$ cat src/rtl/rtc_sched_pkg.sv
// rtl/rtc_sched_pkg.sv - PCF8563 register map, field masks and scheduler state types
package rtc_sched_pkg;

  localparam int         NUM_REGS = 7;
  localparam logic [2:0] LAST_IDX = 3'(NUM_REGS - 1);

  localparam logic [7:0] REG_SEC   = 8'h02;
  localparam logic [7:0] REG_MIN   = 8'h03;
  localparam logic [7:0] REG_HOUR  = 8'h04;
  localparam logic [7:0] REG_DAY   = 8'h05;
  localparam logic [7:0] REG_WDAY  = 8'h06;
  localparam logic [7:0] REG_MONTH = 8'h07;
  localparam logic [7:0] REG_YEAR  = 8'h08;

  localparam logic [7:0] MASK_SEC   = 8'h7F;
  localparam logic [7:0] MASK_MIN   = 8'h7F;
  localparam logic [7:0] MASK_HOUR  = 8'h3F;
  localparam logic [7:0] MASK_DAY   = 8'h3F;
  localparam logic [7:0] MASK_WDAY  = 8'h07;
  localparam logic [7:0] MASK_MONTH = 8'h1F;
  localparam logic [7:0] MASK_YEAR  = 8'hFF;

  typedef enum logic [2:0] {
    S_IDLE, S_ARB, S_ISSUE, S_WAIT, S_NEXT, S_COMMIT, S_ERR
  } state_e;

  typedef enum logic {OP_RD, OP_WR} op_e;

  function automatic logic [7:0] reg_addr(input logic [2:0] idx);
    case (idx)
      3'd0:    reg_addr = REG_SEC;
      3'd1:    reg_addr = REG_MIN;
      3'd2:    reg_addr = REG_HOUR;
      3'd3:    reg_addr = REG_DAY;
      3'd4:    reg_addr = REG_WDAY;
      3'd5:    reg_addr = REG_MONTH;
      default: reg_addr = REG_YEAR;
    endcase
  endfunction

  // Month mask also drops the century bit, so writes always send it as 0.
  function automatic logic [7:0] reg_mask(input logic [2:0] idx);
    case (idx)
      3'd0:    reg_mask = MASK_SEC;
      3'd1:    reg_mask = MASK_MIN;
      3'd2:    reg_mask = MASK_HOUR;
      3'd3:    reg_mask = MASK_DAY;
      3'd4:    reg_mask = MASK_WDAY;
      3'd5:    reg_mask = MASK_MONTH;
      default: reg_mask = MASK_YEAR;
    endcase
  endfunction

endpackage

$ cat src/rtl/rtc_poll_timer.sv
// rtl/rtc_poll_timer.sv - free-running divider giving a one-cycle tick every PERIOD cycles
module rtc_poll_timer #(
  parameter int PERIOD = 12_500_000
) (
  input  logic clk,
  input  logic rst,
  output logic tick
);

  localparam int            CW       = (PERIOD > 1) ? $clog2(PERIOD) : 1;
  localparam logic [CW-1:0] CNT_LAST = CW'(PERIOD - 1);

  logic [CW-1:0] cnt_q, cnt_d;

  always_comb begin
    tick  = (cnt_q == CNT_LAST);
    cnt_d = tick ? '0 : cnt_q + 1'b1;
  end

  always_ff @(posedge clk) begin
    if (rst) cnt_q <= '0;
    else     cnt_q <= cnt_d;
  end

endmodule

$ cat src/rtl/rtc_access_sched.sv
// rtl/rtc_access_sched.sv - PCF8563 poll/set-time burst scheduler over a single-register I2C engine
// Optional voltage-low tracking is built when RTC_VL_CHECK_EN is defined.
module rtc_access_sched
  import rtc_sched_pkg::*;
#(
  parameter int CLK_HZ      = 50_000_000,
  parameter int POLL_HZ     = 4,
  parameter int TIMEOUT_CYC = 100_000
) (
  input  logic        clk,
  input  logic        rst,
  input  logic        wr_req,
  output logic        wr_ready,
  input  logic [23:0] wr_time,
  input  logic [31:0] wr_date,
  output logic        i2c_req,
  output logic        i2c_rnw,
  output logic [7:0]  i2c_addr,
  output logic [7:0]  i2c_wdata,
  input  logic        i2c_busy,
  input  logic        i2c_done,
  input  logic [7:0]  i2c_rdata,
  input  logic        i2c_ack_err,
  output logic [23:0] time_read,
  output logic [31:0] date_read,
  output logic        read_done,
  output logic        wr_done,
  output logic        err,
  output logic        vl_flag
);

  localparam int              TO_W    = $clog2(TIMEOUT_CYC + 1);
  localparam logic [TO_W-1:0] TO_LAST = TO_W'(TIMEOUT_CYC);

  state_e                      state_q, state_d;
  op_e                         op_q, op_d;
  logic                        poll_pend_q, poll_pend_d;
  logic                        wr_pend_q, wr_pend_d;
  logic                        wr_busy_q, wr_busy_d;
  logic [2:0]                  byte_q, byte_d;
  logic [TO_W-1:0]             to_cnt_q, to_cnt_d;
  logic [NUM_REGS-1:0][7:0]    pay_q, pay_d;
  logic [NUM_REGS-1:0][7:0]    shadow_q, shadow_d;
  logic                        i2c_req_q, i2c_req_d;
  logic                        i2c_rnw_q, i2c_rnw_d;
  logic [7:0]                  i2c_addr_q, i2c_addr_d;
  logic [7:0]                  i2c_wdata_q, i2c_wdata_d;
  logic [23:0]                 time_q, time_d;
  logic [31:0]                 date_q, date_d;
  logic                        tick, wr_rise, wr_accept;
`ifdef RTC_VL_CHECK_EN
  logic                        vl_raw_q, vl_raw_d;
  logic                        vl_q, vl_d;
`endif

  rtc_poll_timer #(.PERIOD(CLK_HZ / POLL_HZ)) u_timer (
    .clk  (clk),
    .rst  (rst),
    .tick (tick)
  );

  // The cycle wr_ready re-rises ignores wr_req so the host sees one clean handshake.
  assign wr_rise   = (state_q == S_COMMIT || state_q == S_ERR) && (op_q == OP_WR);
  assign wr_accept = wr_req && !wr_busy_q && !wr_rise;

  always_comb begin
    state_d     = state_q;
    op_d        = op_q;
    poll_pend_d = poll_pend_q | tick;
    wr_pend_d   = wr_pend_q;
    wr_busy_d   = wr_busy_q;
    byte_d      = byte_q;
    to_cnt_d    = to_cnt_q;
    pay_d       = pay_q;
    shadow_d    = shadow_q;
    i2c_req_d   = 1'b0;
    i2c_rnw_d   = i2c_rnw_q;
    i2c_addr_d  = i2c_addr_q;
    i2c_wdata_d = i2c_wdata_q;
    time_d      = time_q;
    date_d      = date_q;
`ifdef RTC_VL_CHECK_EN
    vl_raw_d    = vl_raw_q;
    vl_d        = vl_q;
`endif

    if (wr_accept) begin
      wr_busy_d = 1'b1;
      wr_pend_d = 1'b1;
      pay_d     = {wr_date[31:24], wr_date[23:16], wr_date[7:0], wr_date[15:8],
                   wr_time[23:16], wr_time[15:8], wr_time[7:0]};
    end

    case (state_q)
      S_IDLE: if (wr_pend_q || poll_pend_q) state_d = S_ARB;
      S_ARB: begin
        if (wr_pend_q) begin
          op_d      = OP_WR;
          wr_pend_d = 1'b0;
        end else begin
          op_d        = OP_RD;
          poll_pend_d = tick;
        end
        byte_d  = 3'd0;
        state_d = S_ISSUE;
      end
      S_ISSUE: if (!i2c_busy) begin
        i2c_req_d   = 1'b1;
        i2c_rnw_d   = (op_q == OP_RD);
        i2c_addr_d  = reg_addr(byte_q);
        i2c_wdata_d = (op_q == OP_WR) ? (pay_q[byte_q] & reg_mask(byte_q)) : 8'h00;
        to_cnt_d    = '0;
        state_d     = S_WAIT;
      end
      S_WAIT: begin
        if (i2c_done) begin
          if (i2c_ack_err) begin
            state_d = S_ERR;
          end else begin
            if (op_q == OP_RD) begin
              shadow_d[byte_q] = i2c_rdata & reg_mask(byte_q);
`ifdef RTC_VL_CHECK_EN
              if (byte_q == 3'd0) vl_raw_d = i2c_rdata[7];
`endif
            end
            state_d = S_NEXT;
          end
        end else begin
          to_cnt_d = to_cnt_q + 1'b1;
          if (to_cnt_d == TO_LAST) state_d = S_ERR;
        end
      end
      S_NEXT: begin
        if (byte_q == LAST_IDX) begin
          // Loaded here so the visible outputs change in the COMMIT cycle itself.
          if (op_q == OP_RD) begin
            time_d = {shadow_q[2], shadow_q[1], shadow_q[0]};
            date_d = {shadow_q[6], shadow_q[5], shadow_q[3], shadow_q[4]};
          end
`ifdef RTC_VL_CHECK_EN
          vl_d = (op_q == OP_RD) ? vl_raw_q : 1'b0;
`endif
          state_d = S_COMMIT;
        end else begin
          byte_d  = byte_q + 3'd1;
          state_d = S_ISSUE;
        end
      end
      S_COMMIT: state_d = S_IDLE;
      S_ERR:    state_d = S_IDLE;
      default:  state_d = S_IDLE;
    endcase

    if ((state_d == S_COMMIT || state_d == S_ERR) && op_q == OP_WR) wr_busy_d = 1'b0;
  end

  always_ff @(posedge clk) begin
    if (rst) begin
      state_q     <= S_IDLE;
      op_q        <= OP_RD;
      poll_pend_q <= 1'b0;
      wr_pend_q   <= 1'b0;
      wr_busy_q   <= 1'b0;
      byte_q      <= 3'd0;
      to_cnt_q    <= '0;
      pay_q       <= '0;
      shadow_q    <= '0;
      i2c_req_q   <= 1'b0;
      i2c_rnw_q   <= 1'b0;
      i2c_addr_q  <= 8'h00;
      i2c_wdata_q <= 8'h00;
      time_q      <= 24'h0;
      date_q      <= 32'h0;
`ifdef RTC_VL_CHECK_EN
      vl_raw_q    <= 1'b0;
      vl_q        <= 1'b0;
`endif
    end else begin
      state_q     <= state_d;
      op_q        <= op_d;
      poll_pend_q <= poll_pend_d;
      wr_pend_q   <= wr_pend_d;
      wr_busy_q   <= wr_busy_d;
      byte_q      <= byte_d;
      to_cnt_q    <= to_cnt_d;
      pay_q       <= pay_d;
      shadow_q    <= shadow_d;
      i2c_req_q   <= i2c_req_d;
      i2c_rnw_q   <= i2c_rnw_d;
      i2c_addr_q  <= i2c_addr_d;
      i2c_wdata_q <= i2c_wdata_d;
      time_q      <= time_d;
      date_q      <= date_d;
`ifdef RTC_VL_CHECK_EN
      vl_raw_q    <= vl_raw_d;
      vl_q        <= vl_d;
`endif
    end
  end

  assign wr_ready  = !wr_busy_q;
  assign i2c_req   = i2c_req_q;
  assign i2c_rnw   = i2c_rnw_q;
  assign i2c_addr  = i2c_addr_q;
  assign i2c_wdata = i2c_wdata_q;
  assign time_read = time_q;
  assign date_read = date_q;
  assign read_done = (state_q == S_COMMIT) && (op_q == OP_RD);
  assign wr_done   = (state_q == S_COMMIT) && (op_q == OP_WR);
  assign err       = (state_q == S_ERR);
`ifdef RTC_VL_CHECK_EN
  assign vl_flag   = vl_q;
`else
  assign vl_flag   = 1'b0;
`endif

endmodule

$ cat config.mk
export PLATFORM = sky130hd
export DESIGN_NAME = rtc_access_sched
export DESIGN_NICKNAME = d
export VERILOG_FILES = /design/src/rtl/rtc_sched_pkg.sv /design/src/rtl/rtc_poll_timer.sv /design/src/rtl/rtc_access_sched.sv
export SDC_FILE = /design/constraint.sdc
export NUM_CORES = 1
export LEC_CHECK = 0
export CORE_UTILIZATION = 54
export CTS_CLUSTER_DIAMETER = 40
export DETAILED_ROUTE_END_ITERATION = 10
export PLACE_DENSITY = 0.8
export SYNTH_ARGS = -nofsm -noshare
export SYNTH_HDL_FRONTEND = slang
export SYNTH_HIERARCHICAL = 1
export SYNTH_SLANG_ARGS = --single-unit
$ cat constraint.sdc
create_clock -name clk -period 2.8 [get_ports clk]
set_input_delay 0.56 -clock clk [delete_from_list [all_inputs] [get_ports clk]]
set_output_delay 0.56 -clock clk [all_outputs]
set_load 0.005 [all_outputs]
==> reports/metrics.json <==
{
  "status": "completed",
  "preCtsSetupSlack_ps": 162,
  "cellLeakagePower_nw": 4.28,
  "p_per_area_nw_per_um2": 624,
  "drt_drc_violations_left": 0,
  "pwr-share-clk_pct": 50.6,
  "worstReg2RegEnd": "wr_busy_q",
  "worst-endpoint-arrival_ps": 2160,
  "gr-max-usage-layer": "met2",
  "syn-instance-count": 1213,
  "timing.fmax_mhz": 368,
  "p_seq_share_pct": 44.3,
  "grt_start_max_net_pins": 133,
  "routed_wl_um": 23400,
  "boundaryPins": 149,
  "synth_seq_area_share_pct": 48.0,
  "postSynth.asyncResetShare_pct": 0,
  "ys_types": 56,
  "post-route-worst-setup-slack_ps": 81.4,
  "worstPathRequired_ps": 2240,
  "areaGrowthSynthToFinish_pct": 26.9,
  "power.combinational.fraction_pct": 5.1,
  "cts.reportedPaths.clkPinSlew_ps": 60,
  "detailed_place.area_sq_um": 11300,
  "cts_tree": "built",
  "via_count_of_the_first_global_routing_pass": 7987,
  "final_common_cell": "sky130_fd_sc_hd__nand2_1",
  "switching_power_mw": 1.80,
  "final_antenna_net_count": 0,
  "via_per_inst": 5.53,
  "detail_route.wl_per_cell_um": 14.8,
  "vdd_ir_drop_max_v": 0.000514,
  "drt_pre_antenna_iters": 4,
  "clock_insertion_delay_worst_skew_ps": 550,
  "setup_viol": 0,
  "final_hold_viol_count": 0,
  "cp-end-kind": "output pin",
  "core_region_area_sq_um": 17400,
  "power_report.internal_total_mw": 5.90,
  "drive_gt1_share_pct": 7.55,
  "cts-hold-fix-buffers": 0,
  "routed-via-count": 8716,
  "cts_buffer_depth": 3,
  "maxCapViolCount": 0,
  "floorplan.initialDensity_pct": 55.8,
  "post_cts_resize_count": 0,
  "chipWidth_um": 136,
  "timing.critical_path.to": "read_done",
  "clock_skew_ps": 16.7,
  "clock_sink_total": 233,
  "antenna_cells": 0,
  "clock-root-buffer": "sky130_fd_sc_hd__clkbuf_16",
  "critPathKind": "reg2out",
  "multi_input_comb_area_sq_um": 4690,
  "avgSynthCellArea_sq_um": 8.02,
  "cp-start-kind": "flop",
  "grt_antenna_before_repair": 0,
  "final_period_minus_worst_setup_slack_ps": 2720,
  "period_share_pct": 97.1,
  "number_of_inserted_filler_cells_in_the_final_layout": 1383,
  "report.final.slew_viol_count": 0,
  "ff2ff_path_depth": 7,
  "grt_util_all_layers_pct": 25.3,
  "post-cts-setup-buffer-count": 0,
  "die_y_um": 136,
  "detail_route.iter0.violations": 566,
  "design_area_sq_um": 12300,
  "postSynth.topFlopCell": "sky130_fd_sc_hd__dfxtp_1",
  "switching_share_pct": 23.4,
  "synthesis.area_sq_um": 9730,
  "nNetsFinal": 1410,
  "max_transition_margin_pct": 32.5,
  "total_power_mw": 7.70,
  "yosys_warnings": 6,
  "inserted_clock_buffers": 30,
  "worstSetupStartpoint": "state_q[0]",
  "placement.io_buffers": 143,
  "reg2reg_setup_slack_ps": 270,
  "dp.final_hpwl_um": 15200,
  "row_count": 48,
  "synth-edff-count": 0,
  "grt_use_met1_pct": 33.2,
  "grt.met2_usage_pct": 41.7,
  "globalplace.congestion": 0.817,
  "die_area_sq_um": 18600,
  "worstPathMaxFanout": 10,
  "rsz0062_at_grt": "false",
  "worstMarginPinSlew_ps": 1010,
  "grt.overflow.total": 0,
  "level_count_of_the_clock_h_tree": 1,
  "layout_common_cells": "sky130_fd_sc_hd__nand2_1 (318), sky130_fd_sc_hd__dfxtp_1 (233), sky130_fd_sc_hd__a21oi_1 (208)",
  "grt_first_pass_wirelength_um": 38100,
  "finalSetupTns_ps": 0,
  "ff_latch_area_sq_um": 4660,
  "worst_r2r_startpoint": "to_cnt_q[0]",
  "groute.layer.met3.usage_pct": 4.85,
  "hp-class": "in2reg",
  "flops_latches_synth": 233
}
cell type report:
cell class / count / share of cell area [%]
clock buffer: 35 / 6.40
multi-input combinational: 888 / 38.0
tap: 225 / 2.28
clock inverter: 21 / 2.12
inverter: 12 / 0.365
sequential: 233 / 37.8
timing repair buffer: 162 / 13.1
worst max-delay path: stages (launching register included):
cell and delay, ps:
sky130_fd_sc_hd__dfxtp_1 500, sky130_fd_sc_hd__nor2b_1 310, sky130_fd_sc_hd__nand2_1 90, sky130_fd_sc_hd__nor2_1 170, sky130_fd_sc_hd__clkdlybuf4s50_1 540
cell usage after synthesis (2+ instances only):
cell type	number	share of area (%)
sky130_fd_sc_hd__a2111oi_0	2	0.18
sky130_fd_sc_hd__a21oi_1	208	11
sky130_fd_sc_hd__a22oi_1	6	0.46
sky130_fd_sc_hd__a2bb2oi_1	3	0.27
sky130_fd_sc_hd__a311oi_1	3	0.27
sky130_fd_sc_hd__a31oi_1	3	0.19
sky130_fd_sc_hd__and3_1	6	0.39
sky130_fd_sc_hd__and3b_1	2	0.18
sky130_fd_sc_hd__and4_1	3	0.27
sky130_fd_sc_hd__buf_1	2	0.077
sky130_fd_sc_hd__buf_2	23	1.2
sky130_fd_sc_hd__buf_4	5	0.39
sky130_fd_sc_hd__clkbuf_1	53	2.0
sky130_fd_sc_hd__dfxtp_1	233	48
sky130_fd_sc_hd__ha_1	13	1.7
sky130_fd_sc_hd__inv_1	11	0.42
sky130_fd_sc_hd__mux2_2	3	0.35
sky130_fd_sc_hd__mux2i_1	15	1.5
sky130_fd_sc_hd__mux4_2	8	1.9
sky130_fd_sc_hd__nand2_1	318	12
sky130_fd_sc_hd__nand2b_1	6	0.39
sky130_fd_sc_hd__nand3_1	55	2.8
sky130_fd_sc_hd__nand3b_1	3	0.23
sky130_fd_sc_hd__nand4_1	8	0.51
sky130_fd_sc_hd__nand4_2	2	0.26
sky130_fd_sc_hd__nand4_4	2	0.44
sky130_fd_sc_hd__nand4b_1	4	0.36
sky130_fd_sc_hd__nor2_1	90	3.5
sky130_fd_sc_hd__nor2b_1	9	0.58
sky130_fd_sc_hd__nor3_1	14	0.72
sky130_fd_sc_hd__nor3b_1	2	0.15
sky130_fd_sc_hd__nor4_1	10	0.64
sky130_fd_sc_hd__nor4_4	2	0.44
sky130_fd_sc_hd__nor4b_1	3	0.27
sky130_fd_sc_hd__o21ai_0	27	1.4
sky130_fd_sc_hd__o31ai_1	5	0.39
sky130_fd_sc_hd__or2_2	2	0.13
sky130_fd_sc_hd__or3_1	8	0.51
sky130_fd_sc_hd__or4_1	7	0.54
sky130_fd_sc_hd__xnor2_1	9	0.81
sky130_fd_sc_hd__xor2_1	10	0.90
kinds of logic (layout without fill, tap and decap cells):
kind of cell	after synthesis	count (layout)	synth area share [%]
buf+inv	96	230	4.21
xor+xnor	19	19	1.71
compound gates	266	266	14.7
fa+ha+maj	13	13	1.67
simple gates	558	558	25.8
mux	27	27	3.90
flops	233	233	48.0
other cells	1	5	0.0386
flip-flops by register name, indices dropped and copies added, names as in the netlist, 3 cells and up:
| name | cells |
|---|---|
| pay_q | 56 |
| shadow_q | 56 |
| date_read | 32 |
| time_read | 24 |
| u_timer/cnt_q | 24 |
| to_cnt_q | 17 |
| i2c_wdata | 8 |
| i2c_addr | 4 |
| byte_q | 3 |
| state_q | 3 |
per-stage QoR:
stage | utilization, % | cells | hold slack [ps]
floorplan | - | 1217 | 426
global placement | 64.8 | 1520 | 436
detailed placement | 64.8 | 1520 | 444
CTS | 70.9 | 1576 | 453
global route | 70.9 | 1576 | 467
finish | 70.9 | 1576 | 449
layer usage:
metal | vias to the layer above | part of all wire [%]
met2 | 242 | 48
met3 | 53 | 6.1
met5 | - | 0
met1 | 4065 | 44
li1 | 4356 | -
met4 | 0 | 2.3
power groups by stage:
stage	clock, mW	sequential [mW]	combinational [mW]
finish	3.90	3.42	0.392
global route	4.10	3.42	0.430
floorplan	0	3.47	0.229
global placement	0	3.48	0.385
CTS	3.96	3.42	0.391
detailed placement	0	3.49	0.389
worst min-delay path by stage:
stage	start	to	slack [ps]	depth (start not counted)
6_report	rst	to_cnt_q[6]	450	2
5_1_grt	time_read[2]	time_read[2]	470	2
4_1_cts	shadow_q[2]	time_read[2]	450	2
3_5_place_dp	shadow_q[2]	time_read[2]	440	2
3_3_place_gp	u_timer/cnt_q[0]	u_timer/cnt_q[0]	440	1
2_1_floorplan	u_timer/cnt_q[0]	u_timer/cnt_q[0]	430	1
(Power assumes the default switching activity.)
